$ cat src/rtl/uart_pkg.sv
// Shared state encodings for the UART receiver and transmitter FSMs.
package uart_pkg;

  typedef enum logic [2:0] {
    RxIdle,
    RxStart,
    RxData,
    RxStop,
    RxWaitHigh
  } rx_state_e;

  typedef enum logic [1:0] {
    TxIdle,
    TxStart,
    TxData,
    TxStop
  } tx_state_e;

endpackage

$ cat src/rtl/uart_tx.sv
// 8N1 serial transmitter: latches a byte on i_start and shifts it out LSB first.
module uart_tx
  import uart_pkg::*;
#(
  parameter int unsigned CLKS_PER_BIT = 868
) (
  input  logic       i_clk,
  input  logic       i_rst_n,
  input  logic [7:0] i_data,
  input  logic       i_start,
  output logic       o_tx,
  output logic       o_busy
);

  localparam int unsigned CNT_W = (CLKS_PER_BIT > 1) ? $clog2(CLKS_PER_BIT) : 1;
  localparam logic [CNT_W-1:0] BIT_LAST = CNT_W'(CLKS_PER_BIT - 1);

  tx_state_e        r_state, w_state_nxt;
  logic [CNT_W-1:0] r_cnt, w_cnt_nxt;
  logic [2:0]       r_idx, w_idx_nxt;
  logic [7:0]       r_shift, w_shift_nxt;
  logic             r_line, w_line_nxt;
  logic             r_busy, w_busy_nxt;

  always_ff @(posedge i_clk or negedge i_rst_n) begin
    if (!i_rst_n) begin
      r_state <= TxIdle;
      r_cnt   <= '0;
      r_idx   <= '0;
      r_shift <= '0;
      r_line  <= 1'b1;
      r_busy  <= 1'b0;
    end else begin
      r_state <= w_state_nxt;
      r_cnt   <= w_cnt_nxt;
      r_idx   <= w_idx_nxt;
      r_shift <= w_shift_nxt;
      r_line  <= w_line_nxt;
      r_busy  <= w_busy_nxt;
    end
  end

  // The line is registered, so each next-bit value is chosen one edge before it appears.
  always_comb begin
    w_state_nxt = r_state;
    w_cnt_nxt   = r_cnt + CNT_W'(1);
    w_idx_nxt   = r_idx;
    w_shift_nxt = r_shift;
    w_line_nxt  = r_line;
    w_busy_nxt  = r_busy;
    unique case (r_state)
      TxIdle: begin
        w_cnt_nxt = '0;
        if (i_start) begin
          w_shift_nxt = i_data;
          w_line_nxt  = 1'b0;
          w_busy_nxt  = 1'b1;
          w_state_nxt = TxStart;
        end
      end
      TxStart: begin
        if (r_cnt == BIT_LAST) begin
          w_cnt_nxt   = '0;
          w_idx_nxt   = '0;
          w_line_nxt  = r_shift[0];
          w_state_nxt = TxData;
        end
      end
      TxData: begin
        if (r_cnt == BIT_LAST) begin
          w_cnt_nxt = '0;
          if (r_idx == 3'd7) begin
            w_line_nxt  = 1'b1;
            w_state_nxt = TxStop;
          end else begin
            w_shift_nxt = {1'b0, r_shift[7:1]};
            w_line_nxt  = r_shift[1];
            w_idx_nxt   = r_idx + 3'd1;
          end
        end
      end
      TxStop: begin
        if (r_cnt == BIT_LAST) begin
          w_cnt_nxt   = '0;
          w_busy_nxt  = 1'b0;
          w_state_nxt = TxIdle;
        end
      end
      default: begin
        w_cnt_nxt   = '0;
        w_line_nxt  = 1'b1;
        w_busy_nxt  = 1'b0;
        w_state_nxt = TxIdle;
      end
    endcase
  end

  assign o_tx   = r_line;
  assign o_busy = r_busy;

endmodule

$ cat src/rtl/uart.sv
// 8N1 UART: inline mid-bit-sampling receiver plus an instantiated transmitter.
module uart
  import uart_pkg::*;
#(
  parameter int unsigned CLK_FREQ_HZ = 100000000,
  parameter int unsigned BAUD        = 115200
) (
  input  logic       clk_i,
  input  logic       rst_i,
  input  logic       uart_rx,
  output logic [7:0] rx_data,
  output logic       rx_valid,
  output logic       frame_err,
  input  logic [7:0] tx_data,
  input  logic       tx_start,
  output logic       uart_tx,
  output logic       tx_busy
);

  localparam int unsigned CLKS_PER_BIT = CLK_FREQ_HZ / BAUD;
  localparam int unsigned HALF_BIT     = CLKS_PER_BIT / 2;
  localparam int unsigned CNT_W        = (CLKS_PER_BIT > 1) ? $clog2(CLKS_PER_BIT) : 1;
  localparam logic [CNT_W-1:0] BIT_LAST  = CNT_W'(CLKS_PER_BIT - 1);
  localparam logic [CNT_W-1:0] HALF_LAST = CNT_W'(HALF_BIT - 1);

  logic r_rx_meta, r_rx_sync;

  always_ff @(posedge clk_i or negedge rst_i) begin
    if (!rst_i) begin
      r_rx_meta <= 1'b1;
      r_rx_sync <= 1'b1;
    end else begin
      r_rx_meta <= uart_rx;
      r_rx_sync <= r_rx_meta;
    end
  end

  rx_state_e        r_rx_state, w_rx_state_nxt;
  logic [CNT_W-1:0] r_rx_cnt, w_rx_cnt_nxt;
  logic [2:0]       r_rx_idx, w_rx_idx_nxt;
  logic [7:0]       r_rx_shift, w_rx_shift_nxt;
  logic [7:0]       r_rx_data, w_rx_data_nxt;
  logic             r_rx_valid, w_rx_valid_nxt;
  logic             r_frame_err, w_frame_err_nxt;

  always_ff @(posedge clk_i or negedge rst_i) begin
    if (!rst_i) begin
      r_rx_state  <= RxIdle;
      r_rx_cnt    <= '0;
      r_rx_idx    <= '0;
      r_rx_shift  <= '0;
      r_rx_data   <= '0;
      r_rx_valid  <= 1'b0;
      r_frame_err <= 1'b0;
    end else begin
      r_rx_state  <= w_rx_state_nxt;
      r_rx_cnt    <= w_rx_cnt_nxt;
      r_rx_idx    <= w_rx_idx_nxt;
      r_rx_shift  <= w_rx_shift_nxt;
      r_rx_data   <= w_rx_data_nxt;
      r_rx_valid  <= w_rx_valid_nxt;
      r_frame_err <= w_frame_err_nxt;
    end
  end

  // Half a bit into START puts every later sample near the middle of its bit.
  always_comb begin
    w_rx_state_nxt  = r_rx_state;
    w_rx_cnt_nxt    = r_rx_cnt + CNT_W'(1);
    w_rx_idx_nxt    = r_rx_idx;
    w_rx_shift_nxt  = r_rx_shift;
    w_rx_data_nxt   = r_rx_data;
    w_rx_valid_nxt  = 1'b0;
    w_frame_err_nxt = 1'b0;
    unique case (r_rx_state)
      RxIdle: begin
        w_rx_cnt_nxt = '0;
        if (!r_rx_sync) begin
          w_rx_idx_nxt   = '0;
          w_rx_state_nxt = RxStart;
        end
      end
      RxStart: begin
        if (r_rx_cnt == HALF_LAST) begin
          w_rx_cnt_nxt   = '0;
          w_rx_state_nxt = r_rx_sync ? RxIdle : RxData;
        end
      end
      RxData: begin
        if (r_rx_cnt == BIT_LAST) begin
          w_rx_cnt_nxt   = '0;
          w_rx_shift_nxt = {r_rx_sync, r_rx_shift[7:1]};
          w_rx_idx_nxt   = r_rx_idx + 3'd1;
          if (r_rx_idx == 3'd7) w_rx_state_nxt = RxStop;
        end
      end
      RxStop: begin
        if (r_rx_cnt == BIT_LAST) begin
          w_rx_cnt_nxt = '0;
          if (r_rx_sync) begin
            w_rx_data_nxt  = r_rx_shift;
            w_rx_valid_nxt = 1'b1;
            w_rx_state_nxt = RxIdle;
          end else begin
            w_frame_err_nxt = 1'b1;
            w_rx_state_nxt  = RxWaitHigh;
          end
        end
      end
      RxWaitHigh: begin
        w_rx_cnt_nxt = '0;
        if (r_rx_sync) w_rx_state_nxt = RxIdle;
      end
      default: begin
        w_rx_cnt_nxt   = '0;
        w_rx_state_nxt = RxIdle;
      end
    endcase
  end

  assign rx_data   = r_rx_data;
  assign rx_valid  = r_rx_valid;
  assign frame_err = r_frame_err;

  uart_tx #(
    .CLKS_PER_BIT(CLKS_PER_BIT)
  ) u_tx (
    .i_clk  (clk_i),
    .i_rst_n(rst_i),
    .i_data (tx_data),
    .i_start(tx_start),
    .o_tx   (uart_tx),
    .o_busy (tx_busy)
  );

endmodule

$ cat config.mk
export PLATFORM = sky130hd
export DESIGN_NAME = uart
export DESIGN_NICKNAME = d
export VERILOG_FILES = /design/src/rtl/uart_pkg.sv /design/src/rtl/uart_tx.sv /design/src/rtl/uart.sv
export SDC_FILE = /design/constraint.sdc
export NUM_CORES = 1
export LEC_CHECK = 0
export ABC_AREA = 1
export CAP_MARGIN = 20
export CORE_AREA = 2 2 66 94
export DETAILED_ROUTE_END_ITERATION = 7
export DIE_AREA = 0 0 68 96
export GPL_ROUTABILITY_DRIVEN = 1
export PLACE_DENSITY = 0.73
export SLEW_MARGIN = 15
export SYNTH_ARGS = -nofsm -noshare
export SYNTH_HDL_FRONTEND = slang
export SYNTH_SLANG_ARGS = --single-unit
export TNS_END_PERCENT = 100
$ cat constraint.sdc
create_clock -name clk_i -period 1.75 [get_ports clk_i]
set_input_delay 0.2625 -clock clk_i [delete_from_list [all_inputs] [get_ports clk_i]]
set_output_delay 0.2625 -clock clk_i [all_outputs]
set_load 0.01 [all_outputs]
==> results.env <==
CELLS_ALONG_THE_CRITICAL_PATH='clkdlybuf4s50_1'
POST-DP-HPWL_UM=3940
LAYOUT.CORE_UTILIZATION=0.630
TIMING.CRITICAL_PATH.MAX_DELAY_FAMILY='flip-flops'
SYNTH_TOP_CELL_AREA_SHARE=0.486
SEQ_AREA_FRAC_SYNTH=0.512
TOTAL_NUMBER_OF_H_TREE_LEVELS=3
FINAL-INSTANCE-COUNT-EXCL-FILL=447
SYNTH_CELL_TYPE_COUNT=33
FLOORPLAN.INITIALDENSITY=0.524
POWER_DENSITY_nW_PER_UM2=1140
CLOCK_PIN_SLEW_OF_THE_REGISTERS_ON_THE_WORST_CASE_SETUP_AND_HOLD_PATHS_NS=0.07
DRC=0
CRIT_FANOUT=2
MAX_STAGE_DELAY_NS=0.53
CLK_LATENCY_NS=0.34
CTS_BUFFERS=9
SYNTH_ASYNC_RESET_RATIO=1.00
CRITPATHSLOWESTCELL='dfstp_2'
SYNTHESIS.NETS=354
TYPE_OF_THE_SETUP_PATH_WITH_THE_LEAST_SLACK='reg2out'
SYNTHESIZED_INSTANCE_COUNT=331
GRT_MAX_DEGREE=62
DRV_CAP=0
ROUTE.DETAILED.WL_PER_INST_UM=12.6
SYNTH_TOP_CELLS_BY_COUNT='82 x nand2_1, 58 x dfrtp_1, 36 x inv_1, 34 x nor2_1, 16 x o21ai_0'
TRACK_USAGE=0.194
POST_DRT_VIA_CELL_RATIO=5.16
PRIMARY_FF_MASTER_SYNTH='dfrtp_1'
SYNTH_EDF_COUNT=0
MAX_SLEW.WORST_PIN.SLEW_NS=0.326
FINCLKSKEW_NS=0.00786
TOTAL_POWER_uW=4080
LAYOUT_WORST_PATH_CYCLE_SHARE=0.947
SYNTH_AREA_LEADER_CELL='dfrtp_1'
FINAL_PERIOD_MINUS_WORST_SETUP_SLACK_NS=1.66
CRITPATHREQUIREDTIME_NS=1.49
NUM_IO_PINS=24
WORSTREG2REGSTART='u_tx.r_idx[0]'
ROUTED_WIRELENGTH_UM=5650
SYN2LAYOUT_AREA_GROWTH_PCT=20.1
TIMING.CRITICAL_PATH.TO_TYPE='primary output'
COUNT_OF_INPUT_AND_OUTPUT_BUFFERS=23
FINALSETUPVIOLCOUNT=0
FINALWEIGHTEDCONGESTION=0.883
CLKSINKCOUNT=61
WORSTHOLDENDPOINT='r_rx_meta'
POST_DP_CELL_AREA_UM2=3330
CLOCK_TREE_FROM_TRITONCTS='done'
SYNTH_AREA_UM2=2990
YS_SEQ_ELEMENTS=61
R2R_END='u_tx.r_shift[0]'
HOLDPATHSTAGES=1
CLK_PATH_BUF_DEPTH=2
ROUTED-VIA-COUNT=2306
DIE_HEIGHT_UM=96
CLOCK-ROOT-BUFFER='clkbuf_8'
STATIC_LEAKAGE_uW=0.00177
FINALHOLDVIOLATIONS=0
RUN_STATUS='finished, final reports clean'
SYNTHMOSTINSTANTIATEDCELL='nand2_1'
DIEAREA_UM2=6530
FIRST_PASS_ITERS=4
DRT_ITER0_MARKERS=95
DRIVE_ABOVE_1_SHARE=0.149
CP-START-KIND='flip-flop'
VIA_COUNT_OF_THE_FIRST_GLOBAL_ROUTING_PASS=2188
MAXSLEWVIOLCOUNT=0
ANTENNA_CELLS_INSERTED=0
WORST_HOLD_PATH_TYPE='in2reg'
TIMING.CRITICAL_PATH.ARRIVAL_NS=1.39
SYNTH_WARNINGS=0
WIRE_LENGTH_OF_THE_FIRST_GLOBAL_ROUTING_PASS_UM=9450
GLOBALROUTE.TOTALOVERFLOW=0
DESIGN.FINAL.NETS=395
DIE_OUTLINE_WIDTH_UM=68
PLACE.DETAILED.INSTANCES=428
CORE_AREA_UM2=5700
CP_NUM_BUF_INV=1
CP_NUM_CELLS=1
SETUP.REG_TO_REG.WORST_SLACK_NS=0.10
RR_WORST_DEPTH=8
FINALINSTANCEAREA_UM2=3590
FLOORPLAN.ROWS=33
SYNTH_TOP_CELLS_BY_AREA='dfrtp_1 49%, nand2_1 10%, ha_1 4.6%'
MAX_SLEW_MARGIN=0.782
AVGSYNTHCELLAREA_UM2=9.03
GRT_ANTENNA_BEFORE_REPAIR=0
DRTANTENNAVIOLNETS=0
MIN_FROM='uart_rx'
MAX_FREQ_GHz=0.604
VDD_IR_DROP_MAX_V=0.000925
power by group:
part	internal [uW]	leakage [uW]	switching, uW
Combinational	424	0.000857	642
Sequential	1600	0.000806	108
Clock	708	0.000107	601
state kept, by name (all words and copies together) (netlist names), 2 cells and up:
register / count
u_tx.r_shift: 8
u_tx.r_cnt: 10
u_tx.r_idx: 3
r_rx_idx: 3
r_rx_cnt: 10
rx_data: 8
u_tx.r_state: 2
r_rx_shift: 8
r_rx_state: 3
layout by cell type (no fill, tap or decap), drive strengths merged, types with 2 or more instances in the layout:
cell           count
nand4              6
clkbuf            10
dfstp              3
ha                11
a31oi              2
xnor2              2
nor3               8
nor2              35
nor3b              6
inv               39
clkinv             3
nand3b             2
nand2             88
clkdlybuf4s50     22
xor2               6
buf               10
nand3             14
and3               2
o21ai             29
a21oi             10
dfrtp             58
mux2i              6
final cells by class:
type                       count  area [um^2]
inverter                      37          139
clock buffer                  10          138
multi-input combinational    230         1310
timing repair buffer          33          315
sequential                    61         1530
tap                           70         87.6
clock inverter                 6         70.1
fill                         486         2110
metal layers:
layer | wire length (um) | global-route usage | vias to the layer above
met1 | 2470 | 0.236 | 1115
met2 | 2930 | 0.323 | 28
met4 | 102 | 0.0900 | 0
met5 | 0 | 0 | -
li1 | - | - | 1153
met3 | 144 | 0.0421 | 10
worst max-delay path by stage:
| stage | startpoint | to | slack (ns) |
|---|---|---|---|
| after floorplan | u_tx.r_idx[0] | u_tx.r_shift[6] | 0.17 |
| after global placement | u_tx.r_idx[0] | u_tx.r_shift[1] | 0.14 |
| after detailed placement | u_tx.r_idx[0] | u_tx.r_shift[7] | 0.08 |
| after CTS | u_tx.r_idx[0] | u_tx.r_shift[7] | 0.05 |
| after global routing | u_tx.r_state[0] | u_tx.r_shift[7] | -0.002 |
| final | u_tx.o_tx | uart_tx | 0.09 |
timing repair:
item / CTS / global route
setup endpoints to repair: 0 / 10
endpoints found under the hold margin: 58 / 0
gates resized for setup: 0 / 6
setup buffers: 0 / 1
hold buffers: 1 / 0
cell families (layout without fill, tap and decap cells):
kind of cell / after synthesis / after routing / synth area share
adders and majority gates: 11 / 11 / 0.0461
AOI/OAI and AO/OA: 44 / 44 / 0.0875
buffers and inverters: 41 / 86 / 0.0595
muxes: 6 / 6 / 0.0201
xor gates and xnor gates: 8 / 8 / 0.0235
DFF: 61 / 61 / 0.512
and+or+nand+nor: 160 / 161 / 0.251
metrics by stage:
step	TNS (ns)	hold slack [ns]	setup WS, ns
2_1_floorplan	0	-0.0331	0.173
3_5_place_dp	0	0.297	0.0845
4_1_cts	0	0.312	0.0519
5_1_grt	-0.00218	0.330	-0.00218
6_report	0	0.318	0.0930
3_3_place_gp	0	0.293	0.144
Note: power is estimated with default switching activity, not from simulation.
